$ cat config.mk
export PLATFORM = sky130hd
export DESIGN_NAME = pim_dot_engine
export DESIGN_NICKNAME = d
export VERILOG_FILES = /design/src/rtl/pim_pkg.sv /design/src/rtl/pim_mac_pair.sv /design/src/rtl/pim_dot_engine.sv
export SDC_FILE = /design/constraint.sdc
export NUM_CORES = 2
export LEC_CHECK = 0
export ABC_CLOCK_PERIOD_IN_PS = 32800
export CORE_AREA = 2 2 454 456
export CTS_CLUSTER_SIZE = 8
export DETAILED_ROUTE_END_ITERATION = 10
export DIE_AREA = 0 0 456 458
export REMOVE_ABC_BUFFERS = 1
export SKIP_CTS_REPAIR_TIMING = 1
export SKIP_LAST_GASP = 1
export SLEW_MARGIN = 20
export SYNTH_ARGS = -nofsm -noshare
export SYNTH_HDL_FRONTEND = slang
export SYNTH_HIERARCHICAL = 1
export SYNTH_SLANG_ARGS = --single-unit
$ cat constraint.sdc
create_clock -name clk -period 32.8 [get_ports clk]
set_input_delay 6.56 -clock clk [delete_from_list [all_inputs] [get_ports clk]]
set_output_delay 6.56 -clock clk [all_outputs]
set_load 0.01 [all_outputs]
$ cat src/rtl/pim_pkg.sv
// Shared sizing and state encoding for the PIM dot-product engine.
package pim_pkg;
  localparam int LANES          = 32;
  localparam int LANE_W         = 16;
  localparam int LANES_PER_BEAT = 2;
  localparam int ACC_W          = 64;
  localparam int ROW_W          = LANES * LANE_W;
  localparam int PAIR_W         = LANES_PER_BEAT * LANE_W;
  localparam int BEATS          = LANES / LANES_PER_BEAT;
  localparam int BEAT_W         = $clog2(BEATS);

  typedef enum logic [1:0] {
    ST_IDLE  = 2'd0,
    ST_RUN   = 2'd1,
    ST_REARM = 2'd2
  } pim_state_t;
endpackage

$ cat src/rtl/pim_mac_pair.sv
// Combinational signed multiply of LANES_PER_BEAT lane pairs, summed and
// sign-extended to the accumulator width.
module pim_mac_pair
  import pim_pkg::*;
(
  input  logic [PAIR_W-1:0] a,
  input  logic [PAIR_W-1:0] b,
  output logic [ACC_W-1:0]  sum
);
  logic [LANES_PER_BEAT-1:0][2*LANE_W-1:0] prod;

  for (genvar i = 0; i < LANES_PER_BEAT; i++) begin : g_lane
    logic signed [LANE_W-1:0]   la, lb;
    logic signed [2*LANE_W-1:0] p;
    assign la = a[i*LANE_W +: LANE_W];
    assign lb = b[i*LANE_W +: LANE_W];
    // widen before multiplying so the full 32-bit signed product is kept
    assign p  = (2*LANE_W)'(la) * (2*LANE_W)'(lb);
    assign prod[i] = p;
  end

  always_comb begin
    sum = '0;
    for (int i = 0; i < LANES_PER_BEAT; i++)
      sum = sum + {{(ACC_W-2*LANE_W){prod[i][2*LANE_W-1]}}, prod[i]};
  end
endmodule

$ cat src/rtl/pim_dot_engine.sv
// Serial signed dot product of two 32x16-bit rows, 2 lanes per beat.
// Optional PIM_EARLY_EXIT_EN finishes once the remaining op_a lanes are zero.
module pim_dot_engine
  import pim_pkg::*;
(
  input  logic             clk,
  input  logic             rst,
  input  logic             pim_start,
  input  logic [ROW_W-1:0] op_a,
  input  logic [ROW_W-1:0] op_b,
  output logic             pim_done,
  output logic [ACC_W-1:0] pim_result,
  output logic             pim_busy,
  output logic [31:0]      op_count,
  output logic [31:0]      busy_cycles
);
  pim_state_t       state;
  logic [ROW_W-1:0] sh_a, sh_b, sh_a_nxt, sh_b_nxt;
  logic [BEAT_W-1:0] beat;
  logic [ACC_W-1:0] acc, pair_sum, acc_nxt;
  logic             last_beat;

  pim_mac_pair u_mac (
    .a  (sh_a[PAIR_W-1:0]),
    .b  (sh_b[PAIR_W-1:0]),
    .sum(pair_sum)
  );

  assign acc_nxt  = acc + pair_sum;
  assign sh_a_nxt = sh_a >> PAIR_W;
  assign sh_b_nxt = sh_b >> PAIR_W;

`ifdef PIM_EARLY_EXIT_EN
  // nothing left to add once every remaining A lane is zero
  assign last_beat = (beat == BEAT_W'(BEATS-1)) || (sh_a_nxt == '0);
`else
  assign last_beat = (beat == BEAT_W'(BEATS-1));
`endif

  always_ff @(posedge clk) begin
    if (rst) begin
      state       <= ST_IDLE;
      sh_a        <= '0;
      sh_b        <= '0;
      acc         <= '0;
      beat        <= '0;
      pim_done    <= 1'b0;
      pim_result  <= '0;
      pim_busy    <= 1'b0;
      op_count    <= '0;
      busy_cycles <= '0;
    end else begin
      pim_done <= 1'b0;
      case (state)
        ST_IDLE: if (pim_start) begin
          sh_a     <= op_a;
          sh_b     <= op_b;
          acc      <= '0;
          beat     <= '0;
          op_count <= op_count + 32'd1;
          pim_busy <= 1'b1;
          state    <= ST_RUN;
        end
        ST_RUN: begin
          acc         <= acc_nxt;
          sh_a        <= sh_a_nxt;
          sh_b        <= sh_b_nxt;
          beat        <= beat + 1'b1;
          busy_cycles <= busy_cycles + 32'd1;
          if (last_beat) begin
            pim_result <= acc_nxt;
            pim_done   <= 1'b1;
            pim_busy   <= 1'b0;
            state      <= ST_REARM;
          end
        end
        // wait for start to drop so a held or trailing start cannot re-trigger
        ST_REARM: if (!pim_start) state <= ST_IDLE;
        default: begin
          pim_busy <= 1'b0;
          state    <= ST_IDLE;
        end
      endcase
    end
  end
endmodule

==> flow_metrics.env <==
export IMPL_die_y_um=458
export IMPL_crit_path_frequent_cell="buf_4"
export IMPL_nets=11600
export IMPL_powerDensity_nw_per_um2=122
export IMPL_avgRoutedWirePerCell_um=20.5
export IMPL_start_util_pct=36.2
export IMPL_htree_levels=4
export IMPL_cts_made_buffers=174
export IMPL_drc_errors=0
export IMPL_final_max_slew_violation_count=0
export IMPL_cts_tree="built"
export IMPL_crit_type="in -> reg"
export IMPL_finalHoldViolCount=0
export IMPL_clockRootBuffer="clkbuf_16"
export IMPL_clock_latency_ps=810
export IMPL_final_common_cell="nand2_1"
export IMPL_period_share_pct=35.6
export IMPL_syn_inst=9081
export IMPL_ys_top_cells_by_area="dfxtp_1 33%, fa_1 16%, nand2_1 12%"
export IMPL_critical_path_buf_inv_count=7
export IMPL_finalPower_mw=11.2
export IMPL_cts_sinks=1224
export IMPL_gp_congestion=0.912
export IMPL_vdd_ir_drop_max_mv=0.373
export IMPL_die_area_um2=209000
export IMPL_relSlewSlack_pct=24.1
export IMPL_ant_nets=0
export IMPL_worstSetupEndpointType="flop"
export IMPL_slowest_stage="buf_4"
export IMPL_core_um2=204000
export IMPL_fmax_mhz=85.7
export IMPL_grt_util_all_layers_pct=23.7
export IMPL_antenna_found_initial=149
export IMPL_pin_count=1157
export IMPL_clk_pin_slew_worst_paths_ps=50
export IMPL_critPathCapture="sh_a[424]"
export IMPL_required_ps=33520
export IMPL_num_rows=166
export IMPL_layout_drive_gt1_share_pct=3.17
export IMPL_cp_max_fo=249
export IMPL_syn2layout_area_growth_pct=24.1
export IMPL_fin_worst_skew_ps=55.4
export IMPL_avgSynthCellArea_um2=8.13
export IMPL_synth_edf_count=0
export IMPL_cpLargestDelayFamily="buffers and inverters"
export IMPL_cp_num_cells=11
export IMPL_synth_top_cell_area_share_pct=33.2
export IMPL_critPathLaunch="pim_start"
export IMPL_synth_top_area_cell="dfxtp_1"
export IMPL_vias=66000
export IMPL_synth_top_flop_cell="dfxtp_1"
export IMPL_reg2reg_from="sh_a[31]"
export IMPL_p_leak_nw=38.0
export IMPL_cpPeakStageDelay_ps=930
export IMPL_finalSetupViolations=0
export IMPL_r2r_cells=35
export IMPL_cp_start_kind="input pin"
export IMPL_avgViaCountPerCell=5.25
export IMPL_max_cap_violations=0
export IMPL_tns_ps=0
export IMPL_drt_wl_total_mm=257
export IMPL_crit_chain="clkdlybuf4s50_1 -> nor2_1 -> nor2_4 -> buf_4 -> buf_4 -> buf_4 -> buf_4 -> buf_12 -> buf_4 -> nor2_1 -> a311oi_1"
export IMPL_grt_pass1_vias=63800
export IMPL_min_period_ps=11680
export IMPL_regArea_um2=24500
export IMPL_async_flop_share_pct=0
export IMPL_multiInputGateArea_um2=44100
export IMPL_crit_arrival_ps=12390
export IMPL_hpwl_mm=194
export IMPL_mostFrequentLayoutCells="2357 x nand2_1, 1224 x dfxtp_1, 1189 x nor2_1, 1155 x clkdlybuf4s50_1, 961 x a311oi_1"
export IMPL_r2r_setup_slack_ps=21410
export IMPL_synth_area_um2=73900
export IMPL_ys_ff_latch=1224
export IMPL_grt_max_degree=255
export IMPL_fillCellCount=20100
export IMPL_rsz0062_at_grt="false"
export IMPL_dr_pass1_iters=6
export IMPL_yosys_warnings=6
export IMPL_grt_first_pass_wirelength_mm=386
export IMPL_drt_iter0_drc=4999
export IMPL_ys_seq_area_share_pct=33.2
export IMPL_cts_buffer_depth=3
export IMPL_status="complete, no violations"
export IMPL_worst_slew_pin_slew_ps=1140
export IMPL_rr_endpoint="acc[60]"
export IMPL_die_x_um=456
export IMPL_min_path_type="reg -> reg"
export IMPL_overflow=0
export IMPL_yosysUniqueCellTypes=85
export IMPL_port_buffers=1156
[metal layers]
metal	wire [um]	part of all wire, %	track usage (%)
met5	498	0.19	0
met4	9740	3.8	10.6
met3	15800	6.1	5.18
met2	126000	49	40.0
met1	105000	41	28.8
[metrics by stage]
| stage | worst slack, ps | util [%] | area, um2 | cells | hold WS (ps) |
|---|---|---|---|---|---|
| final | 21120 | 45.0 | 91700 | 12600 | 445 |
| after global routing | 20670 | 45.0 | 91600 | 12600 | 468 |
| after CTS | 21290 | 44.9 | 91400 | 12500 | 449 |
| after detailed placement | 20490 | 42.5 | 86600 | 12300 | 450 |
| after global placement | 20580 | 42.5 | 86600 | 12300 | 444 |
| after floorplan | -57690 | - | 71000 | 8355 | 432 |
[Yosys cell counts, types with 4 or more instances]
cell      number
and4_1         7
a211o_1        7
a22o_1        32
a21boi_0       4
nor3_1        16
a311oi_1     961
fa_1         585
clkbuf_1     666
dfxtp_1     1224
xnor2_1       85
o21ai_0       58
buf_4         33
a21oi_2        5
o21ai_1        7
or3_1         12
or2_2          4
a21o_1        36
nand3_1       61
nand2_1     2357
nand4_1       31
xor2_1        73
nor2_1      1194
o211ai_1       7
o21a_1        12
buf_2         10
nor4_1         6
a22oi_1       73
a31oi_1       12
a211oi_1      12
a21oi_1      178
nand2b_1      18
ha_1         215
a31o_2         4
and3_1        34
o21bai_1       6
o31ai_1        8
nor2b_1       10
buf_1         17
inv_1        652
and2_1       276
or4_1          5
[flip-flops by register name (all words and copies together), names as in the netlist]
name,count
sh_a,512
beat,4
pim_done,1
pim_busy,1
state,2
busy_cycles,32
op_count,32
acc,64
pim_result,64
sh_b,512
[power by group]
part           internal [mW]  switching, mW
logic                   2.89           4.93
clock network          0.958          0.693
registers               1.64          0.108
[worst reg2reg max path, delay by kind of cell, from the launching register on]
kind            cells  cell delay (ps)
fa+ha+maj          10             5130
simple gates        2              660
flops               1              790
xor+xnor            1              140
compound gates     16             3650
buf+inv             6              920
[final cells by class]
class                   instances  share of cell area, %
inverters                     652                   2.67
well taps                    2688                   3.67
repair buffers               1228                   13.3
flip-flops and latches       1224                   26.7
clock buffers                 182                   4.86
clock inverters                18                  0.370
diodes                         93                  0.254
multi-input cells            6479                   48.1
[kinds of logic after synthesis]
kind of cell | Yosys count | share of synthesized area (%)
buffers and inverters | 1378 | 7.19
adder cells (fa/ha/maj) | 800 | 19.5
flip-flops | 1224 | 33.2
AO/OA/AOI/OAI | 1467 | 15.9
multiplexers | 2 | 0.0271
AND/OR/NAND/NOR | 4052 | 22.3
XOR/XNOR | 158 | 1.87
[how the worst min path moves through the flow]
stage	startpoint	end	slack, ps	cells past startpoint
6_report	sh_a[241]	sh_a[209]	450	2
5_1_grt	sh_a[163]	sh_a[131]	470	2
4_1_cts	sh_b[146]	sh_b[114]	450	2
3_5_place_dp	pim_result[20]	pim_result[20]	450	2
3_3_place_gp	pim_result[11]	pim_result[11]	440	2
2_1_floorplan	acc[59]	acc[59]	430	2
Power figures use the tool's default switching activity.
